**src/rtl/add_sub_if.sv**
```systemverilog
// add_sub_if: operand/result stream bundle for add_sub_pipe
interface add_sub_if #(
    parameter int WIDTH = 16
);
    logic             in_valid, in_ready, cin, sub;
    logic             out_valid, out_ready, cout, ovf;
    logic [WIDTH-1:0] a, b, s;
    modport master (
        output in_valid, a, b, cin, sub, out_ready,
        input  in_ready, out_valid, s, cout, ovf
    );
    modport slave (
        input  in_valid, a, b, cin, sub, out_ready,
        output in_ready, out_valid, s, cout, ovf
    );
endinterface

```
**src/rtl/add_sub_pipe.sv**
```systemverilog
// add_sub_pipe: pipelined WIDTH-bit adder/subtractor, one carry chunk per stage, valid/ready stream
module add_sub_pipe #(
    parameter int WIDTH  = 16,
    parameter int STAGES = 4
) (
    input logic      clk,
    input logic      rst,
    add_sub_if.slave bus
);
    localparam int C = WIDTH / (STAGES < 1 ? 1 : STAGES);
    if (WIDTH < 1 || STAGES < 1 || WIDTH % STAGES != 0) begin : g_bad_cfg
        $error("add_sub_pipe: WIDTH must be a positive multiple of STAGES");
    end
    logic adv;
    assign adv          = !bus.out_valid | bus.out_ready;
    assign bus.in_ready = adv & !rst;
    // Stage k consumes the low chunk of the remaining operands and appends it above the partial sum
    for (genvar k = 0; k < STAGES; k++) begin : g_st
        localparam int R = WIDTH - k * C;
        localparam int P = (k + 1) * C;
        logic [R-1:0] ai, bi;
        logic [P-1:0] sn, sr;
        logic [C:0]   sum;
        logic         ci, vi, ami, bmi, v, cr;
        if (k == 0) begin : g_src
            assign ai  = bus.a;
            assign bi  = bus.sub ? ~bus.b : bus.b;
            assign ci  = bus.sub | bus.cin;
            assign vi  = bus.in_valid & bus.in_ready;
            assign ami = bus.a[WIDTH-1];
            assign bmi = bi[R-1];
            assign sn  = sum[C-1:0];
        end else begin : g_src
            assign ai  = g_st[k-1].g_fwd.ar;
            assign bi  = g_st[k-1].g_fwd.br;
            assign ci  = g_st[k-1].cr;
            assign vi  = g_st[k-1].v;
            assign ami = g_st[k-1].g_fwd.am;
            assign bmi = g_st[k-1].g_fwd.bm;
            assign sn  = {sum[C-1:0], g_st[k-1].sr};
        end
        assign sum = {1'b0, ai[C-1:0]} + {1'b0, bi[C-1:0]} + {{C{1'b0}}, ci};
        always_ff @(posedge clk) begin
            if (rst) begin
                v  <= 1'b0;
                sr <= '0;
                cr <= 1'b0;
            end else if (adv) begin
                v <= vi;
                if (vi) begin
                    sr <= sn;
                    cr <= sum[C];
                end
            end
        end
        if (k < STAGES - 1) begin : g_fwd
            logic [R-C-1:0] ar, br;
            logic           am, bm;
            always_ff @(posedge clk) begin
                if (rst) begin
                    ar <= '0;
                    br <= '0;
                    am <= 1'b0;
                    bm <= 1'b0;
                end else if (adv & vi) begin
                    ar <= ai[R-1:C];
                    br <= bi[R-1:C];
                    am <= ami;
                    bm <= bmi;
                end
            end
        end else begin : g_out
            logic ovf_r;
            always_ff @(posedge clk) begin
                if (rst) ovf_r <= 1'b0;
                else if (adv & vi) ovf_r <= (ami == bmi) & (sum[C-1] != ami);
            end
            assign bus.out_valid = v;
            assign bus.s         = sr;
            assign bus.cout      = cr;
            assign bus.ovf       = ovf_r;
        end
    end
endmodule

```
**src/flat_wrapper.sv**
```systemverilog
// flat-port wrapper written by rule: the top's interface ports become plain ports
module add_sub_pipe_flat 
#(
    parameter int WIDTH  = 16,
    parameter int STAGES = 4
)
  (clk, rst, bus_in_valid, bus_a, bus_b, bus_cin, bus_sub, bus_out_ready, bus_in_ready, bus_out_valid, bus_s, bus_cout, bus_ovf);
  add_sub_if #(.WIDTH(WIDTH)) bus_i ();
  input logic clk;
  input logic rst;
  input wire logic [$bits(bus_i.in_valid)-1:0] bus_in_valid;
  input wire logic [$bits(bus_i.a)-1:0] bus_a;
  input wire logic [$bits(bus_i.b)-1:0] bus_b;
  input wire logic [$bits(bus_i.cin)-1:0] bus_cin;
  input wire logic [$bits(bus_i.sub)-1:0] bus_sub;
  input wire logic [$bits(bus_i.out_ready)-1:0] bus_out_ready;
  output wire logic [$bits(bus_i.in_ready)-1:0] bus_in_ready;
  output wire logic [$bits(bus_i.out_valid)-1:0] bus_out_valid;
  output wire logic [$bits(bus_i.s)-1:0] bus_s;
  output wire logic [$bits(bus_i.cout)-1:0] bus_cout;
  output wire logic [$bits(bus_i.ovf)-1:0] bus_ovf;
  assign bus_i.in_valid = bus_in_valid;
  assign bus_i.a = bus_a;
  assign bus_i.b = bus_b;
  assign bus_i.cin = bus_cin;
  assign bus_i.sub = bus_sub;
  assign bus_i.out_ready = bus_out_ready;
  assign bus_in_ready = bus_i.in_ready;
  assign bus_out_valid = bus_i.out_valid;
  assign bus_s = bus_i.s;
  assign bus_cout = bus_i.cout;
  assign bus_ovf = bus_i.ovf;
  add_sub_pipe #(.WIDTH(WIDTH), .STAGES(STAGES)) u_core (.clk(clk), .rst(rst), .bus(bus_i));
endmodule
```
**config.mk**
```make
export PLATFORM = sky130hd
export DESIGN_NAME = add_sub_pipe_flat
export DESIGN_NICKNAME = d
export VERILOG_FILES = /design/src/rtl/add_sub_if.sv /design/src/rtl/add_sub_pipe.sv /design/src/flat_wrapper.sv
export SDC_FILE = /design/constraint.sdc
export NUM_CORES = 1
export LEC_CHECK = 0
export CORE_MARGIN = 2
export CORE_UTILIZATION = 59
export DETAILED_ROUTE_END_ITERATION = 16
export PLACE_DENSITY = 0.84
export SYNTH_ARGS = -nofsm -noshare
export SYNTH_HDL_FRONTEND = slang
export SYNTH_SLANG_ARGS = --single-unit
```
**constraint.sdc**
```tcl
create_clock -name clk -period 5.15 [get_ports clk]
set_input_delay 1.03 -clock clk [delete_from_list [all_inputs] [get_ports clk]]
set_output_delay 1.03 -clock clk [all_outputs]
set_load 0.05 [all_outputs]
```
==> impl_metrics.py, run 1 <==
metrics = {
    "routing": {
        "drt-total-wl_um": 9830,
        "dr.pass1.iters": 4,
        "antenna_left": 0,
        "post_drt_wl_per_cell_um": 15.1,
        "vias": 3832,
        "drtIter0Drc": 382,
        "vias_per_cell": 5.89,
        "drc_errors": 0,
    },
    "logic_synthesis": {
        "synth_common_cells": "dfxtp_1 (97), nand3_1 (81), o21ai_0 (73)",
        "syn-num-nets": 581,
        "synth-seq-cells": 97,
        "synth_top_area_frac": 0.431,
        "syn_inst": 523,
        "yosys_warnings": 0,
        "synth.distinct_cells": 41,
        "yosys.area.top_type": "dfxtp_1",
        "async_flop_share": 0,
        "synth-seq-area-share": 0.431,
        "synth_edf_count": 0,
        "synth.most_common_cell": "dfxtp_1",
        "synthesis.area_mm2": 0.00451,
        "synth_area_per_cell_um2": 8.62,
        "synth_ff_type": "dfxtp_1",
        "synthTopCellsByArea": "dfxtp_1 (43%), nand3_1 (9.0%), o21ai_0 (8.1%)",
    },
    "clock_tree": {
        "h-tree-depth": 3,
        "cts-root-buf": "clkbuf_8",
        "cts-resized-gates": 0,
        "path_clk_slew_ns": 0.09,
        "cts_tree": "built",
        "clkLatencyLatePin_ns": 0.36,
        "cts_sinks": 97,
        "cts_made_buffers": 9,
        "cts_setup_buffers": 0,
        "cts_hold_buf": 0,
        "clockBufferDepth": 2,
    },
    "critical_path": {
        "cp.arrival_ns": 2.65,
        "worstRegToRegCells": 3,
        "worst_ep_required_time_ns": 4.12,
        "end_kind": "output port",
        "cp-start-kind": "primary input",
        "path_class": "in2out",
        "crit_fanout": 2,
    },
    "power_and_ir_drop": {
        "swShare": 0.250,
        "peakVddDrop_v": 0.000164,
        "p_clk_frac": 0.342,
        "internal-power_mw": 1.11,
        "p_per_area_mw_per_mm2": 285,
        "combPwrFrac": 0.115,
        "leakage_nw": 1.82,
        "p_sw_mw": 0.370,
        "p_seq_frac": 0.543,
    },
    "timing": {
        "rsz0062_at_grt": "false",
        "maxSlewHeadroom": 0.358,
        "worstMarginPinSlew_ns": 0.963,
        "finalSetupViolCount": 0,
        "fin_crit_ns": 3.68,
        "slew_viol_final": 0,
        "hold_violations": 0,
        "finalCritPeriodShare": 0.715,
        "fin_skew_ns": 0.0132,
        "fin_tns_setup_ns": 0,
        "fmax_mhz": 272,
    },
    "global_routing": {
        "grt_max_degree": 107,
        "antenna_found_initial": 0,
        "grt_use_total": 0.249,
        "grt_pass1_vias": 3653,
        "grt.overflow.total": 0,
        "grt_pass1_wl_um": 17000,
    },
    "placed_design": {
        "dpl_cell_area_mm2": 0.00500,
        "place_congestion": 0.831,
        "portBuffers": 57,
        "place_hpwl_um": 6510,
    },
    "min_path": {
        "hold_path_class": "reg2reg",
        "hold_depth": 2,
    },
    "layout": {
        "drive_gt1_frac": 0.0725,
        "design_area_mm2": 0.00521,
        "synthToLayoutAreaGrowth_pct": 15.6,
        "diodes": 0,
        "num-nets-final": 605,
    },
    "outcome": {
        "run_status": "complete, no violations",
    },
    "die": {
        "initial_core_util": 0.615,
        "io_pins": 58,
        "die_height_um": 91.4,
        "die_w_um": 91.4,
        "die_area_mm2": 0.00836,
        "rows": 31,
        "coreArea_mm2": 0.00733,
    },
    "run": {
        "drv_cap": 0,
    },
}
## metal layers
layer | wire length (um) | global-route usage | vias up
met5 | 0 | 0 | -
met4 | 232 | 0.110 | 0
met3 | 391 | 0.0357 | 21
met2 | 4950 | 0.414 | 116
met1 | 4260 | 0.321 | 1812
li1 | - | - | 1883
## final timing paths
check	start	slack, ns	endpoint
worst max register to register	u_core.g_st[0].v	3.01	u_core.g_st[1].g_fwd.br[3]
worst min register to register	u_core.g_st[1].g_fwd.br[5]	0.46	u_core.g_st[2].g_fwd.br[1]
worst max-delay path	bus_out_ready	1.47	bus_in_ready
worst min-delay path	u_core.g_st[1].g_fwd.br[5]	0.46	u_core.g_st[2].g_fwd.br[1]
## power by group through the flow
stage                     Clock, mW  Combinational, mW  Sequential [mW]
final                         0.507              0.171            0.805
after global routing          0.548              0.191            0.809
after CTS                     0.514              0.171            0.805
after detailed placement          0              0.170            0.822
after global placement            0              0.164            0.820
after floorplan                   0              0.118            0.815
## worst max-delay path, cell delays in order
cell and delay (ns):
clkdlybuf4s50_1 0.46, and2b_2 0.24, nor2_1 0.11, clkdlybuf4s50_1 0.81
## state kept, by name (all words and copies together), names as in the netlist
name and flops:
u_core.g_st.sr 24, u_core.g_st.g_fwd.ar 21, u_core.g_st.g_fwd.br 21, u_core.bus.s 16
u_core.g_st.cr 3, u_core.g_st.g_fwd.am 3, u_core.g_st.g_fwd.bm 3, u_core.g_st.v 3
u_core.bus.cout 1, u_core.bus.out_valid 1, u_core.bus.ovf 1
## stage by stage
step                      instances  hold slack [ns]  total power [mW]  utilization  worst slack, ns
final                           651            0.463              1.48        0.711             1.47
after global routing            651            0.487              1.55        0.711             1.43
after CTS                       651            0.471              1.49        0.711             1.45
after detailed placement        635            0.460             0.992        0.683             1.45
after global placement          635            0.454             0.984        0.683             1.42
after floorplan                 523            0.440             0.933            -             1.92
## kinds of logic (layout without fill, tap and decap cells)
kind of cell	Yosys count	count (layout)	synth area share
simple gates	145	145	0.175
flops	97	97	0.431
fa+ha+maj	20	20	0.0688
xor+xnor	20	20	0.0389
mux	1	1	0.00222
buf+inv	67	96	0.0677
compound gates	173	173	0.217
## layout make-up
cell class	count	area, um^2
timing repair buffer	63	611
multi-input combinational	359	2260
fill	586	2120
inverter	17	63.8
clock buffer	12	155
tap	99	124
sequential	97	1940
clock inverter	4	51.3
## layout by cell type, fill, tap and decap left out, types with 2 or more instances in the layout
cell type | synthesis | layout
a2111o_1 | 2 | 2
a211oi_1 | 7 | 7
a21o_1 | 3 | 3
a21oi_1 | 67 | 67
buf_4 | 3 | 6
clkbuf_8 | 0 | 11
clkdlybuf4s50_1 | 0 | 56
dfxtp_1 | 97 | 97
fa_1 | 8 | 8
ha_1 | 12 | 12
inv_1 | 17 | 17
nand2_1 | 8 | 8
nand2b_1 | 28 | 27
nand3_1 | 81 | 81
nand4b_1 | 3 | 3
nor2_1 | 5 | 5
nor2b_1 | 5 | 5
nor3_1 | 4 | 4
o2111ai_1 | 2 | 2
o211ai_1 | 2 | 2
o21ai_0 | 73 | 73
o21ai_2 | 10 | 10
o221ai_1 | 2 | 2
o31ai_1 | 2 | 2
or2_2 | 3 | 3
xnor2_1 | 4 | 4
xor2_1 | 16 | 16
Power figures use the tool's default switching activity.
==> inputs of run 2 (changes only) <==
--- a/config.mk
+++ b/config.mk
@@ -6,9 +6,9 @@
 export NUM_CORES = 1
 export LEC_CHECK = 0
 export CORE_MARGIN = 2
-export CORE_UTILIZATION = 59
+export CORE_UTILIZATION = 50
 export DETAILED_ROUTE_END_ITERATION = 16
-export PLACE_DENSITY = 0.84
+export PLACE_DENSITY = 0.76
 export SYNTH_ARGS = -nofsm -noshare
 export SYNTH_HDL_FRONTEND = slang
 export SYNTH_SLANG_ARGS = --single-unit
==> constraint.sdc (replaced) <==
create_clock -name clk -period 3.3 [get_ports clk]
set_input_delay 0.66 -clock clk [delete_from_list [all_inputs] [get_ports clk]]
set_output_delay 0.66 -clock clk [all_outputs]
set_load 0.05 [all_outputs]
==> impl_metrics.py, run 2 (synthesized netlist as in run 1, its figures left out) <==
metrics = {
    "critical_path": {
        "crit_fanout": 12,
        "r2r_end": "u_core.g_st[2].cr",
        "r2r-start": "u_core.g_st[1].g_fwd.br[0]",
        "worst_ep_required_time_ns": 3.56,
        "end_kind": "flip-flop",
        "worstRegToRegCells": 6,
        "regToRegSetupSlack_ns": 1.47,
        "cp-start-kind": "primary input",
        "path_class": "in2reg",
        "cp.arrival_ns": 2.67,
    },
    "timing": {
        "fin_tns_setup_ns": 0,
        "worst_slack_ns": 0.896,
        "worstMarginPinSlew_ns": 0.769,
        "fin_crit_ns": 2.40,
        "fmax_mhz": 416,
        "fin_skew_ns": 0.0149,
        "finalSetupViolCount": 0,
        "slew_viol_final": 0,
        "maxSlewHeadroom": 0.487,
        "rsz0062_at_grt": "false",
        "finalCritPeriodShare": 0.729,
        "hold_violations": 0,
    },
    "outcome": {
        "run_status": "complete, no violations",
    },
    "layout": {
        "drive_gt1_frac": 0.0794,
        "synthToLayoutAreaGrowth_pct": 16.3,
        "final_common_cell": "dfxtp_1",
        "largest-register": "u_core.g_st.sr",
        "reg_top3": "u_core.g_st.sr: 24 flops, u_core.g_st.g_fwd.ar: 21 flops, u_core.g_st.g_fwd.br: 21 flops",
        "largest_register_ffs": 24,
        "utilization": 0.601,
        "layout_common_cells": "dfxtp_1 (97), nand3_1 (81), o21ai_0 (73)",
        "num-nets-final": 607,
        "diodes": 0,
        "nFillCells": 770,
        "fin_cells": 662,
    },
    "global_routing": {
        "grt_pass1_wl_um": 17100,
        "grt_max_degree": 87,
        "antenna_found_initial": 0,
        "grt_use_total": 0.211,
        "grt_pass1_vias": 3640,
        "grt.overflow.total": 0,
    },
    "placed_design": {
        "dpl_worst_slack_ns": 0.506,
        "dp_cells": 646,
        "portBuffers": 57,
        "place_congestion": 0.799,
        "place_hpwl_um": 6670,
    },
    "clock_tree": {
        "cts_hold_buf": 0,
        "cts_tree": "built",
        "cts_sinks": 97,
        "cts_setup_buffers": 0,
        "h-tree-depth": 3,
        "cts-root-buf": "clkbuf_8",
        "clkLatencyLatePin_ns": 0.37,
        "cts_made_buffers": 9,
        "path_clk_slew_ns": 0.10,
        "cts-resized-gates": 0,
        "clockBufferDepth": 2,
    },
    "power_and_ir_drop": {
        "total_power_mw": 2.29,
        "leakage_nw": 1.83,
        "peakVddDrop_v": 0.000296,
        "p_per_area_mw_per_mm2": 437,
    },
    "routing": {
        "post_drt_wl_per_cell_um": 14.8,
        "vias": 3729,
        "antenna_left": 0,
        "drtIter0Drc": 213,
        "drc_errors": 0,
        "dr.pass1.iters": 4,
        "drt-total-wl_um": 9790,
        "vias_per_cell": 5.63,
    },
    "die": {
        "coreArea_mm2": 0.00872,
        "die_area_mm2": 0.00979,
        "rows": 34,
        "die_height_um": 99.0,
        "die_w_um": 99.0,
        "io_pins": 58,
        "initial_core_util": 0.517,
    },
    "min_path": {
        "hold_depth": 2,
        "min_to": "u_core.g_st[1].g_fwd.br[4]",
        "holdCritStartpoint": "u_core.g_st[0].g_fwd.br[8]",
        "hold_path_class": "reg2reg",
    },
    "run": {
        "drv_cap": 0,
    },
}
run 2: cell count changes in the layout (fill, tap and decap cells not counted), sizes merged:
cell,before,now
inv,17,23
buf,7,10
clkbuf,12,9
clkinv,2,0
bufinv,1,0
clkdlybuf4s50,56,55
run 2: layer usage:
metal	part of all wire	vias to the layer above	routed length (um)	global-route usage
met2	0.50	59	4930	0.364
li1	-	1887	-	-
met5	0	-	0	0
met4	0.014	0	134	0.0601
met3	0.031	12	305	0.0284
met1	0.45	1771	4420	0.277
run 2: area by class of cell:
cell class / count / area (um^2) / share of cell area
Timing Repair Buffer: 65 / 648 / 0.124
Clock buffer: 9 / 124 / 0.0236
Sequential cell: 97 / 1940 / 0.370
Tap cell: 108 / 135 / 0.0258
Clock inverter: 7 / 67.6 / 0.0129
Inverter: 17 / 63.8 / 0.0122
Multi-Input combinational cell: 359 / 2260 / 0.432
run 2: per-stage QoR:
step	instance area [um^2]	hold WS (ns)
CTS	5240	0.468
detailed placement	5050	0.456
finish	5240	0.464
global placement	5050	0.453
global route	5240	0.490
floorplan	4510	0.440
run 2: worst max-delay path, stage by stage:
cell	delay (ns)
clkdlybuf4s50_1	0.67
buf_4	0.29
xor2_1	0.16
ha_1	0.27
or3_1	0.37
a31o_2	0.24
run 2: how the worst max path moves through the flow:
stage | startpoint | end | slack, ns | depth (start not counted)
floorplan | bus_out_ready | bus_in_ready | 0.81 | 4
global placement | bus_sub | u_core.g_st[0].sr[3] | 0.55 | 6
detailed placement | bus_sub | u_core.g_st[0].sr[3] | 0.51 | 6
CTS | bus_sub | u_core.g_st[0].cr | 0.90 | 8
global route | bus_sub | u_core.g_st[0].cr | 0.82 | 8
finish | bus_sub | u_core.g_st[0].sr[3] | 0.90 | 6
run 2: report_power, final:
| part | internal [mW] | leakage [nW] | switching (mW) |
|---|---|---|---|
| clock network | 0.298 | 0.0966 | 0.467 |
| logic | 0.127 | 0.945 | 0.146 |
| registers | 1.22 | 0.790 | 0.0327 |
| total | 1.65 | 1.83 | 0.646 |
==> inputs of run 3 (changes only) <==
==> constraint.sdc (replaced) <==
create_clock -name clk -period 2 [get_ports clk]
set_input_delay 0.4 -clock clk [delete_from_list [all_inputs] [get_ports clk]]
set_output_delay 0.4 -clock clk [all_outputs]
set_load 0.05 [all_outputs]
==> impl_metrics.py, run 3 (synthesized netlist as in run 1, its figures left out) <==
metrics = {
    "clock_tree": {
        "cts_hold_buf": 0,
        "clockBufferDepth": 2,
        "cts_sinks": 97,
        "clkLatencyLatePin_ns": 0.37,
        "path_clk_slew_ns": 0.10,
        "cts_tree": "built",
        "h-tree-depth": 3,
        "cts-root-buf": "clkbuf_8",
        "cts_made_buffers": 9,
    },
    "timing": {
        "maxSlewHeadroom": 0.552,
        "worstMarginPinSlew_ns": 0.671,
        "slew_viol_final": 0,
        "hold_violations": 0,
        "hold_ws_ns": 0.396,
        "fmax_mhz": 506,
        "fin_crit_ns": 1.98,
        "fin_skew_ns": 0.00906,
        "finalCritPeriodShare": 0.988,
        "finalSetupViolCount": 0,
    },
    "min_path": {
        "min_to": "u_core.g_st[1].g_fwd.ar[1]",
        "hold_depth": 2,
        "holdCritStartpoint": "rst",
        "hold_path_class": "in2reg",
    },
    "layout": {
        "fin_cells": 678,
        "nFillCells": 748,
        "largest-register": "u_core.g_st.sr",
        "diodes": 0,
        "largest_register_ffs": 24,
        "multiInputGateArea_mm2": 0.00232,
        "reg_top3": "u_core.g_st.sr: 24 flops, u_core.g_st.g_fwd.ar: 21 flops, u_core.g_st.g_fwd.br: 21 flops",
        "drive_gt1_frac": 0.123,
        "num-nets-final": 623,
        "layout_common_cells": "dfxtp_1 (97), nand3_1 (81), o21ai_0 (73)",
        "final_common_cell": "dfxtp_1",
        "synthToLayoutAreaGrowth_pct": 20.6,
        "register_area_mm2": 0.00194,
    },
    "global_routing": {
        "grt_pass1_wl_um": 18000,
        "antenna_found_initial": 0,
        "grt_pass1_vias": 3893,
        "grt_use_total": 0.222,
        "grt.overflow.total": 0,
        "grt_max_degree": 46,
    },
    "power_and_ir_drop": {
        "p_seq_frac": 0.543,
        "p_sw_mw": 1.07,
        "combPwrFrac": 0.133,
        "swShare": 0.281,
        "p_clk_frac": 0.324,
        "leakage_nw": 1.93,
        "peakVddDrop_v": 0.000451,
        "internal-power_mw": 2.73,
        "p_per_area_mw_per_mm2": 699,
    },
    "die": {
        "coreArea_mm2": 0.00872,
        "die_height_um": 99.0,
        "die_area_mm2": 0.00979,
        "rows": 34,
        "io_pins": 58,
        "initial_core_util": 0.517,
        "die_w_um": 99.0,
    },
    "critical_path": {
        "regToRegSetupSlack_ns": 0.19,
        "cp-start-kind": "primary input",
        "r2r-start": "u_core.g_st[1].g_fwd.br[0]",
        "slowest_stage": "clkdlybuf4s50_1",
        "cp_slowest_stage_delay_ns": 0.47,
        "worstRegToRegCells": 6,
        "r2r_end": "u_core.g_st[2].cr",
        "end_kind": "flip-flop",
        "path_class": "in2reg",
        "cp_cell_sequence": "clkdlybuf4s50_1 > buf_6 > xor2_2 > ha_4 > and3b_1 > or3_1 > a31o_2",
        "cp.arrival_ns": 2.25,
        "worst_ep_required_time_ns": 2.27,
        "crit_fanout": 7,
    },
    "routing": {
        "drt-total-wl_um": 10300,
        "drc_errors": 0,
        "antenna_left": 0,
        "drtIter0Drc": 216,
        "dr.pass1.iters": 4,
        "post_drt_wl_per_cell_um": 15.1,
        "vias_per_cell": 5.72,
        "vias": 3880,
    },
    "outcome": {
        "run_status": "complete, no violations",
    },
    "placed_design": {
        "dp_cells": 661,
        "place_hpwl_um": 7090,
        "place_congestion": 0.810,
        "portBuffers": 57,
    },
    "run": {
        "drv_cap": 0,
    },
}
-- run 3: worst max-delay path by stage --
stage	start	endpoint	slack [ns]	cells past startpoint
after floorplan	bus_sub	u_core.g_st[0].sr[3]	-0.05	7
after global routing	bus_sub	u_core.g_st[0].sr[3]	-0.007	7
after CTS	bus_sub	u_core.g_st[0].sr[3]	0.009	7
after detailed placement	bus_sub	u_core.g_st[0].cr	-0.42	9
final	bus_sub	u_core.g_st[0].sr[3]	0.02	7
after global placement	bus_sub	u_core.g_st[0].cr	-0.36	9
-- run 3: layer usage --
layer  wire length (um)  vias to the layer above  track usage  part of all wire
met5                  0                        -            0                 0
met4                170                        0       0.0780             0.017
met3                360                       16       0.0340             0.035
met2               5230                       77        0.382              0.51
met1               4500                     1867        0.283              0.44
li1                   -                     1920            -                 -
-- run 3: cell type report --
| cell class | count | area share |
|---|---|---|
| multi-input combinational | 359 | 0.427 |
| clock buffer | 9 | 0.0228 |
| clock inverter | 7 | 0.0113 |
| tap | 108 | 0.0249 |
| timing repair buffer | 81 | 0.145 |
| inverter | 17 | 0.0117 |
| sequential | 97 | 0.357 |
-- run 3: stage by stage --
step | util | power (mW) | setup WS [ns] | setup TNS (ns) | instance area [um^2]
final | 0.623 | 3.80 | 0.0239 | 0 | 5440
after global routing | 0.623 | 3.96 | -0.00736 | -0.00736 | 5440
after CTS | 0.619 | 3.79 | 0.00880 | 0 | 5400
after detailed placement | 0.596 | 2.59 | -0.419 | -1.49 | 5190
after global placement | 0.596 | 2.57 | -0.363 | -1.26 | 5190
after floorplan | - | 2.41 | -0.0505 | -0.0505 | 4540
-- run 3: worst max-delay path, delay by kind of cell --
kind	cells	cell delay [ns]
adders and majority gates	1	0.23
and+or+nand+nor	2	0.54
AOI/OAI and AO/OA	1	0.25
xor gates and xnor gates	1	0.18
buffers and inverters	2	0.64
-- run 3: power by group through the flow --
stage	logic (mW)	clock network, mW	registers [mW]
CTS	0.491	1.24	2.06
floorplan	0.308	0	2.10
global placement	0.469	0	2.11
finish	0.506	1.23	2.06
detailed placement	0.484	0	2.11
global route	0.562	1.32	2.07
-- run 3: what timing repair did --
item                                    in CTS  in global routing
endpoints found under the setup margin       2                  3
setup buffers                                1                  0
pin swaps                                    3                  8
gates resized for setup                      3                  7
endpoints found under the hold margin        0                  0
